$ cat src/rtl/round_robin_pesado_tester_pkg.sv
// -----------------------------------------------------------------------------
// round_robin_pesado_tester_pkg
//
// Shared definitions for the weighted round-robin ("pesado") scheduler:
//   - rrp_weight_width(): weight field width, $clog2(MAX_WEIGHT)
//   - rrp_sel_width():    selector width, $clog2(QUEUE_QUANTITY) (min 1)
//   - rrp_next_eligible(): circular scan for the next eligible queue
//
// The scan helper works on a fixed-width eligibility vector
// (RRP_MAX_QUEUES bits) and takes the live queue count as an argument.
// Because of this, one function body serves any QUEUE_QUANTITY up to
// RRP_MAX_QUEUES.
// -----------------------------------------------------------------------------
package round_robin_pesado_tester_pkg;

  localparam int RRP_MAX_QUEUES = 32;
  localparam int RRP_IDX_BITS   = $clog2(RRP_MAX_QUEUES);

  // Result of a circular scan: valid is low when nothing is eligible.
  typedef struct packed {
    logic                    valid;
    logic [RRP_IDX_BITS-1:0] idx;
  } rrp_pick_t;

  function automatic int rrp_weight_width(input int max_weight);
    return (max_weight > 1) ? $clog2(max_weight) : 1;
  endfunction

  function automatic int rrp_sel_width(input int queues);
    return (queues > 1) ? $clog2(queues) : 1;
  endfunction

  // First eligible index among cur+1, cur+2, ... cur+n (mod n). cur itself
  // is visited last, so a lone eligible queue is still found.
  function automatic rrp_pick_t rrp_next_eligible(
    input logic [RRP_MAX_QUEUES-1:0] elig,
    input logic [RRP_IDX_BITS-1:0]   cur,
    input logic [RRP_IDX_BITS:0]     n
  );
    rrp_pick_t               pick;
    logic [RRP_IDX_BITS:0]   idx;
    logic [RRP_IDX_BITS:0]   step;
    pick = '0;
    for (int k = 1; k <= RRP_MAX_QUEUES; k++) begin
      step = (RRP_IDX_BITS + 1)'(k);
      if (step <= n) begin
        // cur < n and step <= n, so a single subtraction is a full modulo.
        idx = {1'b0, cur} + step;
        if (idx >= n) begin
          idx = idx - n;
        end
        if (!pick.valid && elig[idx[RRP_IDX_BITS-1:0]]) begin
          pick.valid = 1'b1;
          pick.idx   = idx[RRP_IDX_BITS-1:0];
        end
      end
    end
    return pick;
  endfunction

endpackage

$ cat src/rtl/round_robin_pesado_tester_core.sv
// -----------------------------------------------------------------------------
// round_robin_pesado_core
//
// One weighted round-robin arbiter. The current queue keeps the grant until
// it has received weight[cur] consecutive grants, goes empty, or its weight
// drops to or below the grant count. When that happens the grant moves to the
// next eligible queue in circular order. A queue is eligible when it is
// non-empty and has a non-zero weight.
//
// Ports:
//   clk          - clock, rising edge
//   rst          - asynchronous active-low reset
//   enb          - arbitration enable; low means no grant and all state holds
//   pesos        - packed weights, queue i at [i*W +: W]
//   buf_empty    - bit i high means queue i is empty
//   selector     - registered granted queue index (holds when no grant)
//   selector_enb - registered grant valid
// -----------------------------------------------------------------------------
module round_robin_pesado_core
  import round_robin_pesado_tester_pkg::*;
#(
  parameter  int QUEUE_QUANTITY = 4,
  parameter  int MAX_WEIGHT     = 64,
  localparam int W              = rrp_weight_width(MAX_WEIGHT),
  localparam int SW             = rrp_sel_width(QUEUE_QUANTITY)
) (
  input  logic                        clk,
  input  logic                        rst,
  input  logic                        enb,
  input  logic [QUEUE_QUANTITY*W-1:0] pesos,
  input  logic [QUEUE_QUANTITY-1:0]   buf_empty,
  output logic [SW-1:0]               selector,
  output logic                        selector_enb
);

  logic [W-1:0]              weights [QUEUE_QUANTITY];
  logic [QUEUE_QUANTITY-1:0] elig;
  logic [RRP_MAX_QUEUES-1:0] elig_pad;

  logic [SW-1:0] cur_reg, cur_next;
  logic [W-1:0]  cnt_reg, cnt_next;
  logic [SW-1:0] sel_reg, sel_next;
  logic          sel_enb_reg, sel_enb_next;

  logic [W-1:0]  weight_cur;
  logic          cur_elig;
  rrp_pick_t     pick;

  generate
    for (genvar gi = 0; gi < QUEUE_QUANTITY; gi++) begin : g_queue
      assign weights[gi] = pesos[gi*W +: W];
      assign elig[gi]    = !buf_empty[gi] && (pesos[gi*W +: W] != '0);
    end
  endgenerate

  always_comb begin
    elig_pad                     = '0;
    elig_pad[QUEUE_QUANTITY-1:0] = elig;
  end

  assign weight_cur = weights[cur_reg];
  assign cur_elig   = elig[cur_reg];
  assign pick       = rrp_next_eligible(elig_pad, RRP_IDX_BITS'(cur_reg),
                                        (RRP_IDX_BITS + 1)'(QUEUE_QUANTITY));

  // Next-state decision. A weight lowered mid-burst takes effect here
  // immediately: cnt >= new weight fails the burst test and forces a move.
  always_comb begin
    cur_next     = cur_reg;
    cnt_next     = cnt_reg;
    sel_next     = sel_reg;
    sel_enb_next = 1'b0;
    if (enb) begin
      if (cur_elig && (cnt_reg < weight_cur)) begin
        // cnt < weight <= 2**W-1, so the increment cannot wrap.
        cnt_next     = cnt_reg + 1'b1;
        sel_next     = cur_reg;
        sel_enb_next = 1'b1;
      end else if (pick.valid) begin
        cur_next     = SW'(pick.idx);
        cnt_next     = W'(1);
        sel_next     = SW'(pick.idx);
        sel_enb_next = 1'b1;
      end
    end
  end

  always_ff @(posedge clk or negedge rst) begin
    if (!rst) begin
      cur_reg     <= '0;
      cnt_reg     <= '0;
      sel_reg     <= '0;
      sel_enb_reg <= 1'b0;
    end else begin
      cur_reg     <= cur_next;
      cnt_reg     <= cnt_next;
      sel_reg     <= sel_next;
      sel_enb_reg <= sel_enb_next;
    end
  end

  assign selector     = sel_reg;
  assign selector_enb = sel_enb_reg;

endmodule

$ cat src/rtl/round_robin_pesado_tester.sv
// -----------------------------------------------------------------------------
// round_robin_pesado_tester
//
// Lock-step weighted round-robin scheduler. Two identical
// round_robin_pesado_core instances see the same inputs. Index 0 drives the
// primary selector and index 1 drives the shadow (sint_*) selector. Both are
// exported so downstream logic can compare them cycle by cycle.
//
// Ports:
//   clk               - clock, rising edge
//   rst               - asynchronous active-low reset
//   enb               - block enable
//   pesos             - packed weights, queue i at [i*W +: W]
//   buf_empty         - per-queue empty flags (1 = empty)
//   selector          - primary granted queue
//   selector_enb      - primary grant valid
//   sint_selector     - shadow granted queue
//   sint_selector_enb - shadow grant valid
//   mismatch          - (RRP_MISMATCH_FLAG_EN only) sticky divergence flag
//
// Build option: define RRP_MISMATCH_FLAG_EN to add the mismatch output. It
// is a sticky register that sets one cycle after the two cores disagree, and
// only reset clears it.
//
// DATA_BITS and BUF_WIDTH exist so this block drops into existing queue
// plumbing unchanged. They do not affect arbitration.
// -----------------------------------------------------------------------------
module round_robin_pesado_tester
  import round_robin_pesado_tester_pkg::*;
#(
  parameter  int QUEUE_QUANTITY = 4,
  parameter  int DATA_BITS      = 8,
  parameter  int MAX_WEIGHT     = 64,
  parameter  int BUF_WIDTH      = 3,
  localparam int W              = rrp_weight_width(MAX_WEIGHT),
  localparam int SW             = rrp_sel_width(QUEUE_QUANTITY)
) (
  input  logic                        clk,
  input  logic                        rst,
  input  logic                        enb,
  input  logic [QUEUE_QUANTITY*W-1:0] pesos,
  input  logic [QUEUE_QUANTITY-1:0]   buf_empty,
  output logic [SW-1:0]               selector,
  output logic                        selector_enb,
  output logic [SW-1:0]               sint_selector,
`ifdef RRP_MISMATCH_FLAG_EN
  output logic                        sint_selector_enb,
  output logic                        mismatch
`else
  output logic                        sint_selector_enb
`endif
);

  localparam int N_CORES = 2;

  logic [SW-1:0] core_sel     [N_CORES];
  logic          core_sel_enb [N_CORES];

  // Configurations outside the supported range produce no extra hardware.
  // The condition also records which parameters this wrapper relies on.
  generate
    if (QUEUE_QUANTITY > RRP_MAX_QUEUES || DATA_BITS < 1 || BUF_WIDTH < 1)
    begin : g_cfg_unsupported
    end
  endgenerate

  generate
    for (genvar gi = 0; gi < N_CORES; gi++) begin : g_core
      round_robin_pesado_core #(
        .QUEUE_QUANTITY (QUEUE_QUANTITY),
        .MAX_WEIGHT     (MAX_WEIGHT)
      ) u_core (
        .clk          (clk),
        .rst          (rst),
        .enb          (enb),
        .pesos        (pesos),
        .buf_empty    (buf_empty),
        .selector     (core_sel[gi]),
        .selector_enb (core_sel_enb[gi])
      );
    end
  endgenerate

  assign selector          = core_sel[0];
  assign selector_enb      = core_sel_enb[0];
  assign sint_selector     = core_sel[1];
  assign sint_selector_enb = core_sel_enb[1];

`ifdef RRP_MISMATCH_FLAG_EN
  logic mismatch_reg;
  logic diverge;

  // Selectors are only compared while both grants are valid. With no grant
  // the held selector value carries no meaning.
  assign diverge = (core_sel_enb[0] != core_sel_enb[1]) ||
                   (core_sel_enb[0] && core_sel_enb[1] &&
                    (core_sel[0] != core_sel[1]));

  always_ff @(posedge clk or negedge rst) begin
    if (!rst) begin
      mismatch_reg <= 1'b0;
    end else if (diverge) begin
      mismatch_reg <= 1'b1;
    end
  end

  assign mismatch = mismatch_reg;
`endif

endmodule

$ cat config.mk
export PLATFORM = sky130hd
export DESIGN_NAME = round_robin_pesado_tester
export DESIGN_NICKNAME = d
export VERILOG_FILES = /design/src/rtl/round_robin_pesado_tester_pkg.sv /design/src/rtl/round_robin_pesado_tester_core.sv /design/src/rtl/round_robin_pesado_tester.sv
export SDC_FILE = /design/constraint.sdc
export NUM_CORES = 1
export LEC_CHECK = 0
export ABC_CLOCK_PERIOD_IN_PS = 3590
export BUFFER_PORTS_ARGS = -buffer_cell sky130_fd_sc_hd__buf_2
export CAP_MARGIN = 20
export CORE_ASPECT_RATIO = 1.4
export CORE_MARGIN = 4
export CORE_UTILIZATION = 45
export CTS_BUF_LIST = sky130_fd_sc_hd__clkbuf_16
export DETAILED_ROUTE_END_ITERATION = 7
export MAX_ROUTING_LAYER = met4
export PLACE_DENSITY = 0.75
export SLEW_MARGIN = 0
export SYNTH_ARGS = -nofsm -noshare
export SYNTH_HDL_FRONTEND = slang
export SYNTH_SLANG_ARGS = --single-unit
$ cat constraint.sdc
create_clock -name clk -period 3.59 [get_ports clk]
set_input_delay 0.1795 -clock clk [delete_from_list [all_inputs] [get_ports clk]]
set_output_delay 0.1795 -clock clk [all_outputs]
set_load 0.1 [all_outputs]
After elaboration in Yosys (flattened, before gate mapping)
Cells that the tools add are included.

Magnitude comparators: 22. Bitwise gates (word level): 4. Multiplexer cells: 56. Add/subtract/negate cells: 18. Reductions and logical operators: 32.

Operators with widths (number): $mux 6 (16); $ge 6x3->1 const B (8); $lt 5x6->1 const B (8); $bmux 1 s5 (8); $mux 5 (8); $sub 5x3->5 const B (8); $bmux 6 s2 (2); $reduce_bool 6->1 (4); $mux 1 (16); $add 2x2->3 const B (4); $add 6x1->6 const B (2); $logic_and 1x1->1 (12); $lt 6x6->1 (2); $logic_not 1->1 (10); $add 2x3->4 const B (2); $mux 2 (4); $add 2x1->3 const B (2); $ge 3x3->1 const B (2); $lt 2x3->1 const B (2); $not 2->3 (2); $reduce_and 3->1 (2); $bmux 1 s2 (2); $reduce_and 2->1 (2); $reduce_bool 2->1 (2); $not 1->1 (2).

Output and inout port bits: 6. Input port bits: 31. Word-level logic and storage cells: 140. Register bits: 22.

Logic depth before layout (Yosys ltp)
Depth in word-level cells: 18. Depth in mapped cells: 12. Mapped depth without buffers: 10.

Hierarchy
A second synthesis with hierarchy kept.

Cells, all modules: 256. Area total of the unflattened synthesis: 2502.4 µm².

Modules (own cells, without submodules): round_robin_pesado_core (instances 2, cells an instance 128, area each 1251.2 µm²).

Worst setup path before layout
Ideal clock, no wire load.

Path kind: reg-to-reg. Start point: reg g_core[0].u_core.cur_reg[1]. End point: reg g_core[0].u_core.cnt_reg[0]. Cell stages (with the launch flop): 12. Library setup time: 0.125 ns. Setup slack: 0.525 ns. Required time: 3.465 ns. Data arrival time: 2.940 ns. Period minus slack after synthesis: 3.065 ns. Path buffers: 1. Cells stage by stage: dfrtp_1 -> buf_1 -> mux4_1 -> inv_1 -> ha_1 -> a21o_1 -> a21o_1 -> a21oi_1 -> o211ai_1 -> inv_1 -> nand2_1 -> mux2_2.

Longest elaborated chain between the ends: 17. Elaborated cells between the ends (all ways): 45. Classes of those cells: add/sub: 8; order compare: 5; mux: 22; bitwise: 1; reduce/logical: 9.

Ends and longest elaborated chain: from (decl) (RTL line round_robin_pesado_tester_core.sv:40) `logic [SW-1:0] cur_reg, cur_next;`; from (signal assigned) (RTL line round_robin_pesado_tester_core.sv:95) `cur_reg <= cur_next;`; $add 2x1->3 (RTL line round_robin_pesado_tester_pkg.sv:48) `idx = {1'b0, cur} + step;`; $sub 5x3->5 or $ge 6x3->1 (tied branches) (RTL line round_robin_pesado_tester_pkg.sv:50, round_robin_pesado_tester_pkg.sv:49); $mux 5 (RTL line round_robin_pesado_tester_pkg.sv:49) `if (idx >= n) begin`; $bmux 1 s5 (RTL line round_robin_pesado_tester_pkg.sv:52) `if (!pick.valid && elig[idx[RRP_IDX_BITS-1:0]]) begin`; $mux 1 (not written as such) (RTL line round_robin_pesado_tester_pkg.sv:52); $mux 6 (RTL line round_robin_pesado_tester_pkg.sv:52); $logic_not 1->1 (RTL line round_robin_pesado_tester_pkg.sv:52); $logic_and 1x1->1 (RTL line round_robin_pesado_tester_pkg.sv:52); $mux 6 (RTL line round_robin_pesado_tester_pkg.sv:52); $logic_not 1->1 (RTL line round_robin_pesado_tester_pkg.sv:52); $logic_and 1x1->1 (RTL line round_robin_pesado_tester_pkg.sv:52); $mux 6 (RTL line round_robin_pesado_tester_pkg.sv:52); $logic_not 1->1 (RTL line round_robin_pesado_tester_pkg.sv:52); $logic_and 1x1->1 (RTL line round_robin_pesado_tester_pkg.sv:52); $mux 6 (RTL line round_robin_pesado_tester_pkg.sv:52); $reduce_bool 2->1 (no source line); $reduce_and 2->1 (no source line); to (signal assigned) (RTL line round_robin_pesado_tester_core.sv:96) `cnt_reg <= cnt_next;`; to (decl) (RTL line round_robin_pesado_tester_core.sv:41) `logic [W-1:0] cnt_reg, cnt_next;`.

Parallel ways exist; a longest one is shown, timed or not. The select of a mux whose other input is x is not followed. A chain may end at the register's enable or synchronous reset.

Worst setup path after layout
Start point: reg g_core[1].u_core.cur_reg[1]. End point: reg g_core[1].u_core.sel_reg[0].

Longest elaborated chain between the ends: 17. Elaborated cells between the ends (all ways): 46. Classes of those cells: add/sub: 8; order compare: 5; mux: 23; bitwise: 1; reduce/logical: 9.

Ends and longest elaborated chain: from (decl) (RTL line round_robin_pesado_tester_core.sv:40); from (signal assigned) (RTL line round_robin_pesado_tester_core.sv:95); $add 2x1->3 (RTL line round_robin_pesado_tester_pkg.sv:48); $sub 5x3->5 or $ge 6x3->1 (tied branches) (RTL line round_robin_pesado_tester_pkg.sv:50, round_robin_pesado_tester_pkg.sv:49); $mux 5 (RTL line round_robin_pesado_tester_pkg.sv:49); $bmux 1 s5 (RTL line round_robin_pesado_tester_pkg.sv:52); $mux 1 (not written as such) (RTL line round_robin_pesado_tester_pkg.sv:52); $mux 6 (RTL line round_robin_pesado_tester_pkg.sv:52); $logic_not 1->1 (RTL line round_robin_pesado_tester_pkg.sv:52); $logic_and 1x1->1 (RTL line round_robin_pesado_tester_pkg.sv:52); $mux 6 (RTL line round_robin_pesado_tester_pkg.sv:52); $logic_not 1->1 (RTL line round_robin_pesado_tester_pkg.sv:52); $logic_and 1x1->1 (RTL line round_robin_pesado_tester_pkg.sv:52); $mux 6 (RTL line round_robin_pesado_tester_pkg.sv:52); $logic_not 1->1 (RTL line round_robin_pesado_tester_pkg.sv:52); $logic_and 1x1->1 (RTL line round_robin_pesado_tester_pkg.sv:52); $mux 6 (RTL line round_robin_pesado_tester_pkg.sv:52); $mux 2 or $reduce_bool 2->1 (tied branches); $mux 2 or $reduce_and 2->1 (tied branches); to (signal assigned) (RTL line round_robin_pesado_tester_core.sv:97) `sel_reg <= sel_next;`; to (decl) (RTL line round_robin_pesado_tester_core.sv:42) `logic [SW-1:0] sel_reg, sel_next;`.

Parallel ways exist; a longest one is shown, timed or not. The select of a mux whose other input is x is not followed.

==> summary.md <==
| Metric | Value |
|---|---|
| Status | `finished, final reports clean` |
| Total Wirelength | `5370 microns` |
| Leak Pwr | `1.21 nW` |
| Post-synth EDFFs | `0` |
| Share of post-route cells with drive strength above 1 | `25.5%` |
| Setup Buffers After CTS | `0` |
| Vias/cell | `6.01` |
| Final-stage net count | `322` |
| Power share of the clock group | `10.0%` |
| Synth top cells by count | `dfrtp_1, nand2_1, ha_1` |
| Overflow left after global routing | `0` |
| Sw frac | `50.2%` |
| R2R Path Start | `g_core[1].u_core.cur_reg[1]` |
| Number of port buffers | `36` |
| CTS H-tree lvls | `1` |
| Global-route wire length before repair | `8740 microns` |
| M1 WL | `2260 microns` |
| Hold_sp | `enb` |
| Req. time, crit path | `3.75 ns` |
| Max clock buf depth | `2` |
| Area leader, netlist | `dfrtp_1` |
| Die Height | `91.6 microns` |
| CP max stage delay | `0.68 ns` |
| Final Setup Violations | `0` |
| Pwr/cell area | `882 nW/um^2` |
| Most common cell in the netlist | `dfrtp_1` |
| Share of power burned in registers | `19.1%` |
| Initial core utilization | `46.4%` |
| Hold Crit Class | `in2reg` |
| Synth top area cells | `dfrtp_1, mux4_2, ha_1` |
| Worst slew pin tran | `0.994 ns` |
| Synth Register Bits | `22` |
| Critical-path maximum fanout | `14` |
| WL/cell | `16.0 microns` |
| CP Class | `reg2reg` |
| WL met2 | `2690 microns` |
| CP Capture Type | `flop` |
| Clock skew | `0.00221 ns` |
| Max FFs per register | `12` |
| Pint | `1.13 mW` |
| Worst-skew pair later-pin latency | `0.25 ns` |
| Drc violations | `0` |
| Max Cap Violations | `0` |
| Reg area | `551 sq um` |
| Detailed-route via count | `2,013` |
| Worst VDD drop | `0.268 mV` |
| Core Region | `4840 sq um` |
| FILL cells | `435` |
| Main synth FF type | `dfrtp_1` |
| Top Layer Used | `met4` |
| Area of the multi-input gates | `1570 sq um` |
| CP Cell Sequence | `inv_1 -> ha_1 -> a21boi_0 -> nand2_1 -> o22a_1 -> o21ai_1 -> a221oi_1 -> or3_1 -> o2111ai_1` |
| Tcrit/Tclk final | `80.3%` |
| Die area | `6200 sq um` |
| Slowest CP cell | `dfrtp_1` |
| CTS buffer count | `3` |
| Hold slack | `0.295 ns` |
| Worst path top cell family by delay | `compound AO/OA/AOI/OAI gates` |
| Total Neg Setup Slack | `0 ns` |
| Yosys warnings | `0` |
| Initial DRC Count | `182` |
| Setup crit start kind | `flop` |
| Synth unique cells | `51` |
| Met3 WL | `365 microns` |
| ANT nets after route | `0` |
| CTS Root Cell | `clkbuf_16` |
| Number of global-route vias before repair | `1,905` |
| Hold endpoint | `g_core[0].u_core.cur_reg[0]` |
| Die width | `67.7 microns` |
| TritonCTS clock tree | `built` |
| Reg2reg setup slack | `0.71 ns` |
| Mapped cell area | `2240 sq um` |
| Period minus WS final | `2.88 ns` |
| Placed Cells | `331` |
| Hold path depth | `3` |
| Critical register-to-register path endpoint | `g_core[1].u_core.selector[0]` |
| Finished Layout Cells | `335` |
| Layout area overhead | `14.3%` |
| Register area share after synthesis | `24.5%` |
| NetSw | `1.14 mW` |
| Largest net degree at the start of global routing | `23` |
| Row count | `30` |
| Worst reg-to-reg path cell count | `9` |
| Clk sinks | `22` |
| Ys async rst share | `100%` |
| GR Util All Layers | `18.5%` |
| Post-synth top area share | `24.5%` |
| DR pass1 iterations | `4` |
| Fmax | `0.347 GHz` |
| CP Data Arrival Time | `3.05 ns` |
| Worst rel slew slack | `33.7%` |
| CP bufs+invs | `1` |
| Combinational power share | `70.8%` |
| Clk pin slew, worst setup/hold paths | `0.06 ns` |
| Detail Placement HPWL | `4250 microns` |
| Initial antenna violation count | `0` |
| Slew Viols, Final | `0` |
| Mapped Cells | `237` |
| Syn_nets | `286` |
| Top Ports | `37` |
| RSZ-0062 raised after global routing | `no` |
| Antenna Cells | `0` |
| GPL Wtd Cong | `0.884` |
| Syn Area/Cell | `9.47 sq um` |
| Final Hold Vio Count | `0` |
==> repair_timing <==
action | 4_1_cts | 5_1_grt
hold buffers | 1 | 0
gates resized for setup | 0 | 0
endpoints found under the hold margin | 22 | 0
==> worst max-delay path by stage <==
| stage | end | from | cells after the start | slack, ns |
|---|---|---|---|---|
| finish | g_core[1].u_core.selector[0] | g_core[1].u_core.cur_reg[1] | 9 | 0.71 |
| global route | g_core[1].u_core.selector[0] | g_core[1].u_core.cur_reg[1] | 9 | 0.40 |
| CTS | g_core[1].u_core.selector[0] | g_core[1].u_core.cur_reg[1] | 9 | 0.68 |
| detailed placement | g_core[1].u_core.selector[0] | g_core[1].u_core.cur_reg[1] | 9 | 0.69 |
| global placement | g_core[1].u_core.selector[0] | g_core[1].u_core.cur_reg[1] | 9 | 0.73 |
| floorplan | g_core[0].u_core.cnt_reg[0] | g_core[0].u_core.cur_reg[1] | 11 | 0.53 |
==> kinds of logic (layout without fill, tap and decap cells) <==
| kind of cell | Yosys count | count (layout) | share of synthesized area [%] |
|---|---|---|---|
| flip-flops | 22 | 22 | 24.5 |
| adder cells (fa/ha/maj) | 18 | 18 | 10.0 |
| AND/OR/NAND/NOR | 64 | 64 | 14.4 |
| buffers and inverters | 28 | 62 | 5.41 |
| AO/OA/AOI/OAI | 80 | 80 | 24.9 |
| multiplexers | 24 | 24 | 20.3 |
| XOR/XNOR | 1 | 1 | 0.390 |
==> area by class of cell <==
cell class,count,share of cell area [%]
flip-flops and latches,22,21.5
well taps,64,3.12
multi-input cells,187,61.3
inverters,18,2.63
clock buffers,3,2.93
repair buffers,41,8.58
==> metal layers <==
metal | track usage (%) | vias to the layer above
met4 | 5.41 | 0
met2 | 31.1 | 72
li1 | - | 980
met3 | 2.10 | 5
met1 | 22.8 | 956
met5 | - | -
==> power by group through the flow <==
stage	combinational [mW]	clock [mW]	sequential [mW]
floorplan	1.12	0	0.616
global placement	1.58	0	0.434
detailed placement	1.60	0	0.438
CTS	1.60	0.231	0.434
global route	1.78	0.244	0.450
finish	1.60	0.227	0.433
==> placed cells by master, fill, tap and decap left out, drive strengths merged, types with 3 or more instances in the layout <==
cell | netlist | final
o21ai | 21 | 21
a21oi | 14 | 14
and3 | 3 | 3
dfrtp | 22 | 22
mux4 | 16 | 16
nor4 | 4 | 4
and2 | 3 | 3
clkbuf | 4 | 3
nor2 | 15 | 15
mux2 | 4 | 4
mux2i | 4 | 4
a22o | 3 | 3
o211ai | 6 | 6
inv | 18 | 18
o31ai | 7 | 7
ha | 18 | 18
nand2 | 20 | 20
nand3 | 8 | 8
nand2b | 5 | 5
buf | 6 | 40
a211oi | 3 | 3
a21o | 9 | 9
==> through the flow <==
stage                     instance area (sq um)  total power [mW]  setup WS (ns)  utilization, %
final                                      2570              2.26          0.709            53.0
after global placement                     2480              2.01          0.729            51.2
after global routing                       2570              2.48          0.399            53.0
after CTS                                  2570              2.27          0.682            53.0
after detailed placement                   2480              2.04          0.695            51.2
after floorplan                            2240              1.74          0.525               -
==> tightest hold or removal path: stages <==
cell,delay [ns]
buf_2,0.16
nand3_1,0.10
xnor2_1,0.06
No activity file was read; power rests on OpenSTA's default activity.
